### src/rtl/display_pkg.sv
// Shared types and the hex-to-7-segment table for the display scanner.
package display_pkg;

   typedef enum logic [1:0] {
      S_BLANK = 2'd0,
      S_SCAN  = 2'd1,
      S_GAP   = 2'd2
   } state_t;

   localparam int unsigned NIBBLE_W  = 4;
   localparam int unsigned SEG_W     = 7;
   localparam logic [0:6]  SEG_BLANK = 7'b1111111;

   // Segments a..g, active-low; bit 0 of the [0:6] vector is segment a.
   function automatic logic [0:6] hex_decode(input logic [3:0] nib);
      logic [0:6] seg;
      unique case (nib)
         4'h0: seg = 7'b0000001;
         4'h1: seg = 7'b1001111;
         4'h2: seg = 7'b0010010;
         4'h3: seg = 7'b0000110;
         4'h4: seg = 7'b1001100;
         4'h5: seg = 7'b0100100;
         4'h6: seg = 7'b0100000;
         4'h7: seg = 7'b0001111;
         4'h8: seg = 7'b0000000;
         4'h9: seg = 7'b0001100;
         4'hA: seg = 7'b0001000;
         4'hB: seg = 7'b1100000;
         4'hC: seg = 7'b0110001;
         4'hD: seg = 7'b1000010;
         4'hE: seg = 7'b0110000;
         4'hF: seg = 7'b0111000;
      endcase
      return seg;
   endfunction

endpackage

### src/rtl/hex_to_seg7.sv
// Combinational nibble to active-low 7-segment pattern.
module hex_to_seg7
   import display_pkg::*;
(
   input  logic [3:0] nibble,
   output logic [0:6] seg_c
);

   // Table lookup for the currently selected digit.
   always_comb begin
      seg_c = hex_decode(nibble);
   end

endmodule

### src/rtl/hex_display_scanner.sv
// Time-multiplexed hex display driver with frame-aligned value updates
// and optional leading-zero blanking.
module hex_display_scanner
   import display_pkg::*;
#(
   parameter int unsigned NUM_DIGITS = 4,
   parameter int unsigned SCAN_DIV   = 50000,
   parameter int unsigned BLANK_LZ   = 1
)(
   input  logic                    Clk,
   input  logic                    ResetN,
   input  logic [4*NUM_DIGITS-1:0] Value,
   input  logic                    Load,
   output logic                    Ready,
   output logic [0:6]              Seg,
   output logic [NUM_DIGITS-1:0]   DigitEn,
   output logic                    FrameDone
);

   localparam int unsigned VAL_W = NIBBLE_W * NUM_DIGITS;
   localparam int unsigned PRE_W = $clog2(SCAN_DIV + 1);
   localparam int unsigned IDX_W = (NUM_DIGITS > 1) ? $clog2(NUM_DIGITS) : 1;

   localparam logic [PRE_W-1:0]      PRE_LAST = PRE_W'(SCAN_DIV - 1);
   localparam logic [IDX_W-1:0]      IDX_LAST = IDX_W'(NUM_DIGITS - 1);
   localparam logic [NUM_DIGITS-1:0] DIG_OFF  = '1;

   state_t                  state_q, state_d;
   logic [IDX_W-1:0]        idx_q, idx_d;
   logic [PRE_W-1:0]        pre_q, pre_d;
   logic [VAL_W-1:0]        display_q, display_d;
   logic [VAL_W-1:0]        shadow_q, shadow_d;
   logic                    pending_q, pending_d;
   logic                    ready_q, ready_d;
   logic [0:6]              seg_q, seg_d;
   logic [NUM_DIGITS-1:0]   digit_en_q, digit_en_d;
   logic                    frame_done_q, frame_done_d;

   logic [3:0]              nibble_c;
   logic [0:6]              seg_dec_c;
   logic                    upper_nz_c;
   logic                    lz_blank_c;

   // Select the nibble of the current digit and see whether it is a leading zero.
   always_comb begin
      nibble_c   = '0;
      upper_nz_c = 1'b0;
      for (int i = 0; i < int'(NUM_DIGITS); i++) begin
         if (idx_q == IDX_W'(i)) begin
            nibble_c = display_q[NIBBLE_W*i +: NIBBLE_W];
         end
         if ((IDX_W'(i) >= idx_q) && (display_q[NIBBLE_W*i +: NIBBLE_W] != 4'd0)) begin
            upper_nz_c = 1'b1;
         end
      end
      lz_blank_c = (BLANK_LZ != 0) && (idx_q != '0) && !upper_nz_c;
   end

   hex_to_seg7 u_hex_to_seg7 (
      .nibble (nibble_c),
      .seg_c  (seg_dec_c)
   );

   // Next-state: load handshake, scan sequencing, frame-boundary commit, output decode.
   always_comb begin
      state_d      = state_q;
      idx_d        = idx_q;
      pre_d        = pre_q;
      display_d    = display_q;
      shadow_d     = shadow_q;
      pending_d    = pending_q;
      frame_done_d = 1'b0;
      seg_d        = SEG_BLANK;
      digit_en_d   = DIG_OFF;

      // Commits only happen while pending, so they never race an accepted Load.
      if (Load && !pending_q) begin
         shadow_d  = Value;
         pending_d = 1'b1;
      end

      case (state_q)
         S_BLANK: begin
            if (pending_q) begin
               display_d = shadow_q;
               pending_d = 1'b0;
               idx_d     = '0;
               pre_d     = '0;
               state_d   = S_SCAN;
            end
         end
         S_SCAN: begin
            if (pre_q == PRE_LAST) begin
               pre_d   = '0;
               state_d = S_GAP;
            end else begin
               pre_d = pre_q + PRE_W'(1);
            end
         end
         S_GAP: begin
            state_d = S_SCAN;
            if (idx_q == IDX_LAST) begin
               idx_d        = '0;
               frame_done_d = 1'b1;
               if (pending_q) begin
                  display_d = shadow_q;
                  pending_d = 1'b0;
               end
            end else begin
               idx_d = idx_q + IDX_W'(1);
            end
         end
         default: begin
            state_d = S_BLANK;
         end
      endcase

      ready_d = !pending_d;

      if ((state_q == S_SCAN) && !lz_blank_c) begin
         seg_d      = seg_dec_c;
         digit_en_d = ~(NUM_DIGITS'(1) << idx_q);
      end
   end

   // State and output registers.
   always_ff @(posedge Clk or negedge ResetN) begin
      if (!ResetN) begin
         state_q      <= S_BLANK;
         idx_q        <= '0;
         pre_q        <= '0;
         display_q    <= '0;
         shadow_q     <= '0;
         pending_q    <= 1'b0;
         ready_q      <= 1'b1;
         seg_q        <= SEG_BLANK;
         digit_en_q   <= DIG_OFF;
         frame_done_q <= 1'b0;
      end else begin
         state_q      <= state_d;
         idx_q        <= idx_d;
         pre_q        <= pre_d;
         display_q    <= display_d;
         shadow_q     <= shadow_d;
         pending_q    <= pending_d;
         ready_q      <= ready_d;
         seg_q        <= seg_d;
         digit_en_q   <= digit_en_d;
         frame_done_q <= frame_done_d;
      end
   end

   assign Ready     = ready_q;
   assign Seg       = seg_q;
   assign DigitEn   = digit_en_q;
   assign FrameDone = frame_done_q;

endmodule

### config.mk
export PLATFORM = sky130hd
export DESIGN_NAME = hex_display_scanner
export DESIGN_NICKNAME = d
export VERILOG_FILES = /design/src/rtl/display_pkg.sv /design/src/rtl/hex_to_seg7.sv /design/src/rtl/hex_display_scanner.sv
export SDC_FILE = /design/constraint.sdc
export NUM_CORES = 1
export LEC_CHECK = 0
export ABC_AREA = 1
export CAP_MARGIN = 30
export CORE_ASPECT_RATIO = 1.5
export CORE_MARGIN = 2
export CORE_UTILIZATION = 55
export CTS_CLUSTER_SIZE = 30
export DETAILED_ROUTE_END_ITERATION = 8
export PLACE_DENSITY = 0.84
export SLEW_MARGIN = 20
export SYNTH_ARGS = -nofsm -noshare
export SYNTH_HDL_FRONTEND = slang
export SYNTH_HIERARCHICAL = 1
export SYNTH_SLANG_ARGS = --single-unit
### constraint.sdc
create_clock -name Clk -period 5.2 [get_ports Clk]
set_input_delay 1.04 -clock Clk [delete_from_list [all_inputs] [get_ports Clk]]
set_output_delay 1.04 -clock Clk [all_outputs]
set_load 0.02 [all_outputs]
; ---- Word level (Yosys, flattened, before mapping)
; Memory sizes are Yosys's and may differ from the RTL's.
; Cells that the tools add are included.
[op_classes]
add_sub_neg = 2
n_lt_le_gt_ge = 4
n_eq_ne = 9
n_shift = 1
muxes = 28
bitwise = 1
n_reduce_logical = 24
[op_table]
columns = op, count
row1 = 16-bit 2-to-1 mux, 4
row2 = 16-bit case mux with 2 select lines, 2
row3 = 4-bit 2-to-1 mux, 5
row4 = "16-bit by 1-bit adder with 16-bit output, second input constant", 1
row5 = "16-bit equality test, second input constant", 1
row6 = 4-bit nonzero test, 4
row7 = 1-bit 2-to-1 mux, 9
row8 = 2-bit 2-to-1 mux, 4
row9 = 2-bit AND reduction, 4
row10 = 1-bit logical AND, 7
row11 = 7-bit 2-to-1 mux, 1
row12 = "2-bit equality test, second input constant", 3
row13 = "2-bit inequality test, second input constant", 3
row14 = 2-bit case mux with 3 select lines, 1
row15 = 2-bit nonzero test, 3
row16 = "2-bit by 1-bit equality test with 1-bit output, second input constant", 2
row17 = "1-bit by 2-bit greater-or-equal comparator with 1-bit output, first input constant", 2
row18 = "2-bit greater-or-equal comparator, first input constant", 2
row19 = 1-bit logical NOT, 4
row20 = 2-bit logical NOT, 2
row21 = 4-bit inverter, 1
row22 = 2-bit case mux with 2 select lines, 1
row23 = "1-bit by 2-bit left shift with 4-bit output, first input constant", 1
row24 = "2-bit by 1-bit adder with 2-bit output, second input constant", 1
row25 = 1-bit case mux with 2 select lines, 1
[word_totals]
register_bits = 66
rom_bits = 112
inputBits = 19
out_inout_bits = 13
wordCells = 80
mem_count = 1
[mem_list]
columns = memory, words, width, read_ports, rd_clocked_by_memory_dff, wr, line
row1 = (name not given), 16, 7, 1, 0, 0, display_pkg.sv:17  ; unique case (nib)

; ---- Longest topological paths before layout
; Gate-level depths: netlist of run 1.
[logic_depth]
depth_word = 11
depth_mapped = 16

; ---- Hierarchy
; Netlist of run 1, hierarchy kept.
[modules_own_cells]
columns = mod, instances, cells_per_inst, area_per_inst_um2, seq_area_each_um2
row1 = hex_display_scanner, 1, 366, 3108.0, 1666.6
row2 = hex_to_seg7, 1, 50, 264.0, 0.0

; ---- Least setup slack after synthesis of run 1
; Ideal clock, no wire load.
[synth_path]
kind = reg2reg
start = register idx_q[0]
end = register seg_q, in the netlist Seg[3]
setup_ns = 0.086
arrival_time_ns = 2.029
required_time_ns = 5.114
setup_slack_ns = 3.084
path_stages_with_launch = 17
n_path_buf = 1
path_cell_list = dfrtp_1 -> inv_1 -> ha_1 -> clkbuf_1 -> a21oi_1 -> nand2_1 -> nand3_1 -> o21ai_0 -> inv_1 -> ha_1 -> inv_1 -> nand2_1 -> nand2_1 -> nand2_1 -> nand2_1 -> inv_1 -> nand3_1
[synth_between]
word_cells_on_any_way = 27
cone_classes = order compare: 4 / eq/ne: 3 / mux: 9 / reduce/logical: 10 / memory: 1
[synth_lines]
columns = item, line
row1 = start: declaration, hex_display_scanner.sv:29  ; logic [IDX_W-1:0] idx_q, idx_d;
row2 = start signal: assignment, hex_display_scanner.sv:141  ; idx_q <= idx_d;
row3 = 2-bit logical NOT, hex_display_scanner.sv:49  ; if (idx_q == IDX_W'(i)) begin
row4 = 4-bit 2-to-1 mux (3 in series), hex_display_scanner.sv:49
row5 = 4-bit 2-to-1 mux *, hex_display_scanner.sv:49
row6 = named net nibble_c[0], hex_display_scanner.sv:39  ; logic [3:0] nibble_c;
row7 = memory 16 x 7 bit *, n/a
row8 = named net seg_dec_c (one bit), hex_display_scanner.sv:40  ; logic [0:6] seg_dec_c;
row9 = 7-bit 2-to-1 mux *, hex_display_scanner.sv:120  ; if ((state_q == S_SCAN) && !lz_blank_c) begin
row10 = named net seg_d (one bit), hex_display_scanner.sv:35  ; logic [0:6] seg_q, seg_d;
row11 = end signal: assignment, hex_display_scanner.sv:147  ; seg_q <= seg_d;
row12 = end: declaration, hex_display_scanner.sv:35
; Mark *: on every way through the listed nets, which the timed path passes. The rest lies on a longest branch.
; A chain may end at the register's enable or synchronous reset.

; ---- Worst setup path in the final report of run 1
[layout_path]
start = register idx_q[1]
end = register seg_q, in the netlist Seg[3]
; The elaborated chain is that of the path after synthesis.

==> results of run 1 <==
[kinds of logic (layout without fill, tap and decap cells)]
logic type,count (synthesis),in the layout
and+or+nand+nor,206,206
muxes,3,3
buffers and inverters,66,105
adders and majority gates,12,12
AOI/OAI and AO/OA,58,58
xor gates and xnor gates,5,5
DFF,66,66
[power by group]
group          leakage, nW  internal [mW]  switching (mW)
Combinational         1.06          0.268           0.387
Sequential           0.780          0.713          0.0994
Clock               0.0932          0.197           0.178
Total                 1.94           1.18           0.665
[through the flow]
stage,cell area [sq um],util
3_3_place_gp,3730,0.635
4_1_cts,3910,0.666
3_5_place_dp,3740,0.637
6_report,3910,0.666
5_1_grt,3910,0.666
2_1_floorplan,3370,-
[cell type report]
type | count | area, sq um | share of cell area
clock buffers | 13 | 159 | 0.0406
clock inverters | 3 | 15.0 | 0.00384
inverters | 55 | 206 | 0.0528
multi-input cells | 284 | 1440 | 0.369
flip-flops and latches | 66 | 1670 | 0.426
well taps | 72 | 90.1 | 0.0230
repair buffers | 34 | 332 | 0.0848
[registers in the layout (all words and copies together), names as in the netlist]
| signal | cells |
|---|---|
| FrameDone | 1 |
| shadow_q | 16 |
| pre_q | 16 |
| Seg | 7 |
| idx_q | 2 |
| state_q | 2 |
| DigitEn | 4 |
| display_q | 16 |
| pending_q | 1 |
| Ready | 1 |
[cell usage in the layout, fill, tap and decap left out, drive strengths merged, types with 12 or more instances in the layout]
| cell | synthesis | layout |
|---|---|---|
| a21oi | 27 | 27 |
| clkbuf | 4 | 13 |
| clkdlybuf4s50 | 0 | 30 |
| dfrtp | 54 | 54 |
| dfstp | 12 | 12 |
| ha | 12 | 12 |
| inv | 55 | 55 |
| nand2 | 97 | 97 |
| nand3 | 41 | 41 |
| nor2 | 59 | 59 |
| o21ai | 25 | 25 |
[routing by layer]
metal	track usage	vias up	share of wire
met5	0	-	0
met4	0.109	0	0.029
met3	0.0504	16	0.031
met2	0.395	45	0.53
met1	0.238	1274	0.41
li1	-	1381	-
[how the worst max path moves through the flow]
stage / start / end / slack (ns) / depth (start not counted)
floorplan: idx_q[0]$_DFFE_PN0P_ / Seg[3]$_DFF_PN1_ / 3.08 / 16
global placement: Load / shadow_q[15]$_DFFE_PN0P_ / 2.58 / 3
detailed placement: Load / shadow_q[15]$_DFFE_PN0P_ / 2.54 / 3
CTS: idx_q[1]$_DFFE_PN0P_ / Seg[0]$_DFF_PN1_ / 2.65 / 13
global route: idx_q[1]$_DFFE_PN0P_ / Seg[0]$_DFF_PN1_ / 2.37 / 13
finish: idx_q[1]$_DFFE_PN0P_ / Seg[3]$_DFF_PN1_ / 2.61 / 13
[worst max-delay path, stage by stage (launching register included)]
cell     delay (ns)
dfrtp_1        0.40
inv_1          0.11
ha_1           0.28
inv_1          0.13
nand3_1        0.09
a21o_1         0.17
a21oi_1        0.64
inv_1          0.25
nand2_1        0.15
nand2_1        0.06
nand2_1        0.05
nand2_1        0.05
inv_1          0.04
nand3_1        0.07
==> impl_summary.md, run 1 <==
Route
The via density per instance is 5.15. The number of design rule violations left after detail routing is 0. After detailed routing, the average wire length per cell comes to around 12 um. The number of nets with antenna violations after detailed routing is 0.

The detailed router finished its first iteration with 207 violations. The final wirelength is roughly 6500 um. The detailed-route via count is between 2000 and 3000. The first-pass iteration count of the detailed router is 4.

Logic synthesis
The most frequent cell after synthesis is nand2_1. Yosys mapped a number of flops with a built-in enable equal to 0. The share of synthesized area in the top cell type comes to 0.401. The fraction of the mapped netlist area in simple logic gates is 0.265. Of the total synthesized cell area, the portion taken by full adders, half adders and majority gates is 0.0445. Counting flops with an async set or reset pin after synthesis yields a share of 1.00. The cell count after synthesis is about 420. The post-synthesis sequential area ratio is 0.494. The multiplexer area fraction after synthesis is 0.0100.

The area fraction in compound gates after synthesis was 0.0954. By area, the combinational part of the netlist is dominated by simple AND/OR/NAND/NOR gates. Yosys attributes the largest share of cell area to dfrtp_1, nand2_1, dfstp_2.

The largest area contributor in the synthesized netlist is dfrtp_1. The number of nets produced by synthesis is 447. The cell area that synthesis handed to floorplanning was ~3400 sq um. The xor-xnor portion of the synthesized cell area is 0.0130.

The number of unique standard cell types used by synthesis is 33. The number of synthesized register bits is 66. The average size of a mapped cell is around 8.1 sq um. The main flop type after synthesis is dfrtp_1. Sorting the synthesized cells by how often they occur yields nand2_1, dfrtp_1, inv_1, nor2_1, nand3_1. During synthesis, Yosys emitted a total of 6 warnings.

Placed design
The placed wire-length estimate is between 4000 and 5000 um. The count of input and output buffers is 31. Timing analysis after detailed placement gives a worst setup slack of 2.54 ns. The total placed cells including tap cells is a little over 500. The weighted congestion reported at the end of routability-driven placement is 0.853.

Job
The number of violations of the max-capacitance limit is 0.

Hold path
The class of the tightest hold or removal check is register to register. In this run the most critical hold path is launched from display_q[12]$_DFFE_PN0P_. The path with the worst hold slack has its endpoint at display_q[12]$_DFFE_PN0P_.

The worst hold path was traced through 2 stages.

Finish
Counting the fill cells in the layout gives slightly below 500. The final layout contains a little under 500 nets. The fraction of layout cells with a size suffix above 1 is 0.114.

The finished layout holds 527 standard cells, fillers aside. 0 antenna diodes ended up in the layout. The area growth from synthesis to layout is 16.0%.

Power
The highest ir drop seen on vdd is between 0.3 and 0.4 mV. The final total power is 1.84 mW. For this design the static power due to leakage is ~1.9 nW. The total power density per cell area is 471 nW/um^2.

Floorplan
The starting density of the core is 0.574. The vertical extent of the die is 99.9 um. After floorplanning, the core was sized to cover roughly 5900 sq um. The die is 67.9 um wide. The full die area is 6790 sq um. Pin placement for this block handled 32 I/O pins. The floorplan has 34 rows.

STA
Setup repair after global routing left no endpoint under its margin. The relative slew slack is 0.436. The worst path needs 2.59 ns of the cycle, external delays included.

After routing, the total negative slack on setup checks comes to 0 ns. The number of hold violations in the final report is 0. For this run, the top clock speed supported by timing is slightly below 0.4 GHz. The measured slew at the worst slew-check pin is 0.844 ns. The worst clock skew is 0.0117 ns.

Setup slack on the critical path of the routed design comes to 2.61 ns. The post-route clock period utilization is 0.498. The hold slack is 0.483 ns. The final number of max-transition violations is 0.

Setup violations remaining at the end of the flow were counted as 0.

Setup path
The setup slack of the most critical reg-to-reg path is 2.61 ns. The worst-path maximum fanout is 11. STA classifies the critical path startpoint as a register. The worst endpoint data arrival time is 2.83 ns. Data on the critical path is required at its endpoint by 5.44 ns. The sort of element at the end of the critical path is a register. The startpoint identified for the worst register-to-register timing path is idx_q[1]$_DFFE_PN0P_. By startpoint and endpoint, the worst setup path is classified as register to register. The cell depth of the worst flop-to-flop path is 13. The endpoint of the worst register-to-register path is Seg[3]$_DFF_PN1_.

CTS
TritonCTS created 9 clock buffers. Clock tree synthesis selected as its root buffer the cell clkbuf_8. The number of clock sinks is 66. The CTS clock-pin slew for the worst setup and hold paths is 0.06 ns. The H-tree was split into 3 levels. TritonCTS built the clock tree.

The later pin in the worst-skew pair is clocked with a latency of 0.34 ns. The clock passes through at most 2 buffers. In this run, post-CTS repair resized a total of 0 instances. Post-CTS timing repair inserted 0 buffers for setup. After clock tree synthesis, the flow added hold-fix buffers numbering 0.

Global route
For this run, the total global-route usage over all layers was measured as 0.222. Entering global routing, the biggest net connects 67 pins. The total overflow reported by the global router is 0.

The first global-routing pass estimated 11400 um of wire. The initial antenna violation count was 0. The number of global-route vias before repair is 2710.

Run status
The flow ran to the end, and the final reports show no timing, DRC or antenna violations.
Power figures use the tool's default switching activity.
==> run 2, diff against run 1 <==
Settings changed: CORE_UTILIZATION 55 to 52, PLACE_DENSITY 0.84 to 0.83.
Clock period 5.2 ns to 2.23 ns, I/O delays scaled along.
==> run 2 against run 1 <==
Net effect:
- clock skew up 0.0014 ns
- wire length up 8.8%
- count of clock-buffer cells in the layout up 1
- fmax up 24%
- highest routed layer unchanged
- sequential power up 140%
- combinational power up 150%
- final area up 3.4%
- clock power rose to 2.5 times the previous value
- global-route usage down 0.79 points
- utilization down 1.6 points
==> impl_summary.md, run 2 (synthesis gave the netlist of run 1 again) <==
Route
The final wirelength came to 7050 um (+8.8%). The met1 wire length was 2760 um (+4.2%). The number of design-rule violations left by the first detailed-router iteration was 143 (-31%). The number of design rule violations left after detail routing is 0 (unchanged). The via density per instance is 5.29 (+2.6%). The number of nets with antenna violations after detailed routing is 0 (unchanged). The met2 layer wire length in the routed design is 3750 um (+8.9%). The detailed-route via count came to 2855 (+5.1%). The first-pass iteration count of the detailed router came to 4 (unchanged).

Routed signal wires occupy layers up through met4. The routed length on met3 is 246 um (+24%). The routed wire length per instance is 13.1 um (+6.2%).

STA
The hold slack is 0.144 ns (-0.340 ns). The least setup slack across all paths after layout is 0.148 ns (-2.46 ns). The timing-limited maximum frequency is 0.480 GHz (+24%).

The time the worst path needs with I/O delays and setup is 2.08 ns (-0.506 ns). The final-report setup violation count is 0 (unchanged). The number of hold violations in the final report is 0 (unchanged).

The worst clock skew came to 0.0131 ns (+0.00141 ns). The final number of max-transition violations came to 0 (unchanged). The measured slew at the worst slew-check pin was 0.704 ns (-0.140 ns). The post-route clock period utilization is 0.934 (+0.436). The relative slew slack was 0.531 (+0.0949).

Placed design
The post-place setup slack is 0.0590 ns (-2.48 ns). The total placed instance area came to 3820 sq um (+2.1%). The weighted congestion reported at the end of routability-driven placement was 0.971 (+14%). The count of input and output buffers is 31 (unchanged).

The placed wire-length estimate is 5190 um (+8.8%).

Finish
The final design instance area without fill was 4050 sq um (+3.4%). The total of fill cells in the finished design is 494 (unchanged). The net total in the final layout is 492 (+2.3%). The most common library cell in the layout ignoring fill and taps is nand2_1. Leaving out fill and tap cells, the most frequent cells in the layout are nand2_1, dfrtp_1, nor2_1.

The largest registers in the layout are display_q: 16 flops, pre_q: 16 flops, shadow_q: 16 flops. The number of antenna cells inserted came to 0 (unchanged). The fraction of layout cells with a size suffix above 1 came to 0.152 (+0.0381). From synthesis to final layout, the design area changed by 20.0%.

Power
The total power density per cell area is 1110 nW/um^2 (+130%). The clock power share is 0.212 (+0.008). The leakage component of the power is 2.00 nW (+3.3%). The switching part of the total power was 0.359 (-0.00135). The part of the power in combinational logic was 0.361 (+0.006). The internal power component came to 2.86 mW (+140%). The switching power total was 1.61 mW (+140%).

The fraction of power consumed by sequential logic is 0.427 (-0.014). The highest ir drop seen on vdd is 0.710 mV (+140%).

Floorplan
The number of I/O pins is 32 (unchanged). The floorplan core area is 6220 sq um (+5.9%). The number of cell rows is 35 (+2.9%). The starting density of the core came to 0.542 (-0.0321). The width of the die was 69.8 um (+2.7%). The full die area is 7160 sq um (+5.5%). The vertical extent of the die is 103 um (+2.7%).

Setup path
The cell depth of the worst flop-to-flop path came to 15 (+2). The type of the worst setup path is register to register. The required arrival time at the worst endpoint is 2.47 ns (-2.97 ns). The worst-path maximum fanout is 7 (-4). The number of buffer and inverter stages on the critical path is 5 (+1). The family with the most delay on the worst path is adder cells. The worst endpoint data arrival time was 2.33 ns (-0.50 ns). The number of gates on the worst path with buffers counted came to 15 (+2).

The worst setup path is launched from a register. Walking the worst path, the cells encountered are inv_1 -> ha_2 -> inv_1 -> nand3_1 -> a21o_1 -> a21oi_2 -> inv_2 -> ha_1 -> inv_1 -> nand2_1 -> nand2_1 -> nand2_1 -> nand2_1 -> inv_1 -> nand3_1. The biggest cell delay along the critical path is 0.37 ns (-0.27 ns). The sort of element at the end of the critical path is a register. The largest individual stage delay along the critical path comes from the cell dfrtp_1.

Hold path
In this run the worst hold path is classified as primary input to async pin.

CTS
The CTS clock-pin slew for the worst setup and hold paths is 0.07 ns (about the same). The clock root buffer is clkbuf_8. The H-tree depth reported by CTS is 3 (unchanged). The number of clock sinks is 66 (unchanged). TritonCTS built the clock tree. The TritonCTS buffer count is 9 (unchanged). The number of buffers on the longest clock path is 2 (unchanged). The insertion delay of the later-clocked pin in the worst-skew pair is 0.34 ns (about the same).

Global route
The wire length of the first global-routing pass is 12000 um (+5.8%). The largest net degree at the start of global routing is 34 (-49%). The total overflow reported by the global router came to 0 (unchanged). The aggregate global-route resource usage is 0.214 (-0.00786).

The number of global-route vias before repair was 2844 (+4.9%). The initial antenna violation count is 0 (unchanged).

Run status
The run finished with clean final reports.

Job
The number of violations of the max-capacitance limit came to 0 (unchanged).
-- run 2: cell types whose count changed in the layout (fill, tap and decap cells not counted), sizes merged --
| cell | delta |
|---|---|
| buf | +11 |
| clkbuf | +1 |
| clkinv | -1 |
-- run 2: cell type report --
class / count / area (sq um) / area share
repair buffers: 45 / 423 / 0.105
clock buffers: 14 / 183 / 0.0452
inverters: 55 / 206 / 0.0510
well taps: 74 / 92.6 / 0.0229
clock inverters: 2 / 10.0 / 0.00247
multi-input cells: 284 / 1460 / 0.362
flip-flops and latches: 66 / 1670 / 0.412
-- run 2: worst paths after layout --
kind | from | endpoint | slack (ns)
worst max-delay path | idx_q[1]$_DFFE_PN0P_ | Seg[3]$_DFF_PN1_ | 0.15
worst min-delay path | ResetN | pre_q[15]$_DFFE_PN0P_ | 0.14
worst max register to register | idx_q[1]$_DFFE_PN0P_ | Seg[3]$_DFF_PN1_ | 0.15
worst min register to register | display_q[3]$_DFFE_PN0P_ | display_q[3]$_DFFE_PN0P_ | 0.50
max in group asynchronous | ResetN | Seg[1]$_DFF_PN1_ | 1.43
min in group Clk | display_q[3]$_DFFE_PN0P_ | display_q[3]$_DFFE_PN0P_ | 0.50
-- run 2: metal layers --
layer,global-route usage,vias to the layer above
met5,0,-
met4,0.141,0
met3,0.0440,26
met2,0.391,64
met1,0.224,1361
li1,-,1404
-- run 2: repair_timing --
action / CTS / global route
resized for setup: 0 / 9
hold buffers: 0 / 0
setup endpoints to repair: 0 / 8
setup buffers: 0 / 2
-- run 2: per-stage QoR --
step	TNS (ns)	cells	power, mW	utilization
global placement	0	521	3.44	0.612
finish	0	540	4.47	0.651
detailed placement	0	522	3.51	0.614
CTS	0	538	4.49	0.645
floorplan	0	416	3.00	-
global route	-0.00945	540	4.80	0.651
-- run 2: power groups by stage --
stage / Combinational [mW] / Sequential [mW] / Clock, mW
floorplan: 1.06 / 1.94 / 0
global placement: 1.54 / 1.90 / 0
detailed placement: 1.59 / 1.92 / 0
CTS: 1.61 / 1.90 / 0.972
global route: 1.83 / 1.95 / 1.02
finish: 1.62 / 1.91 / 0.947
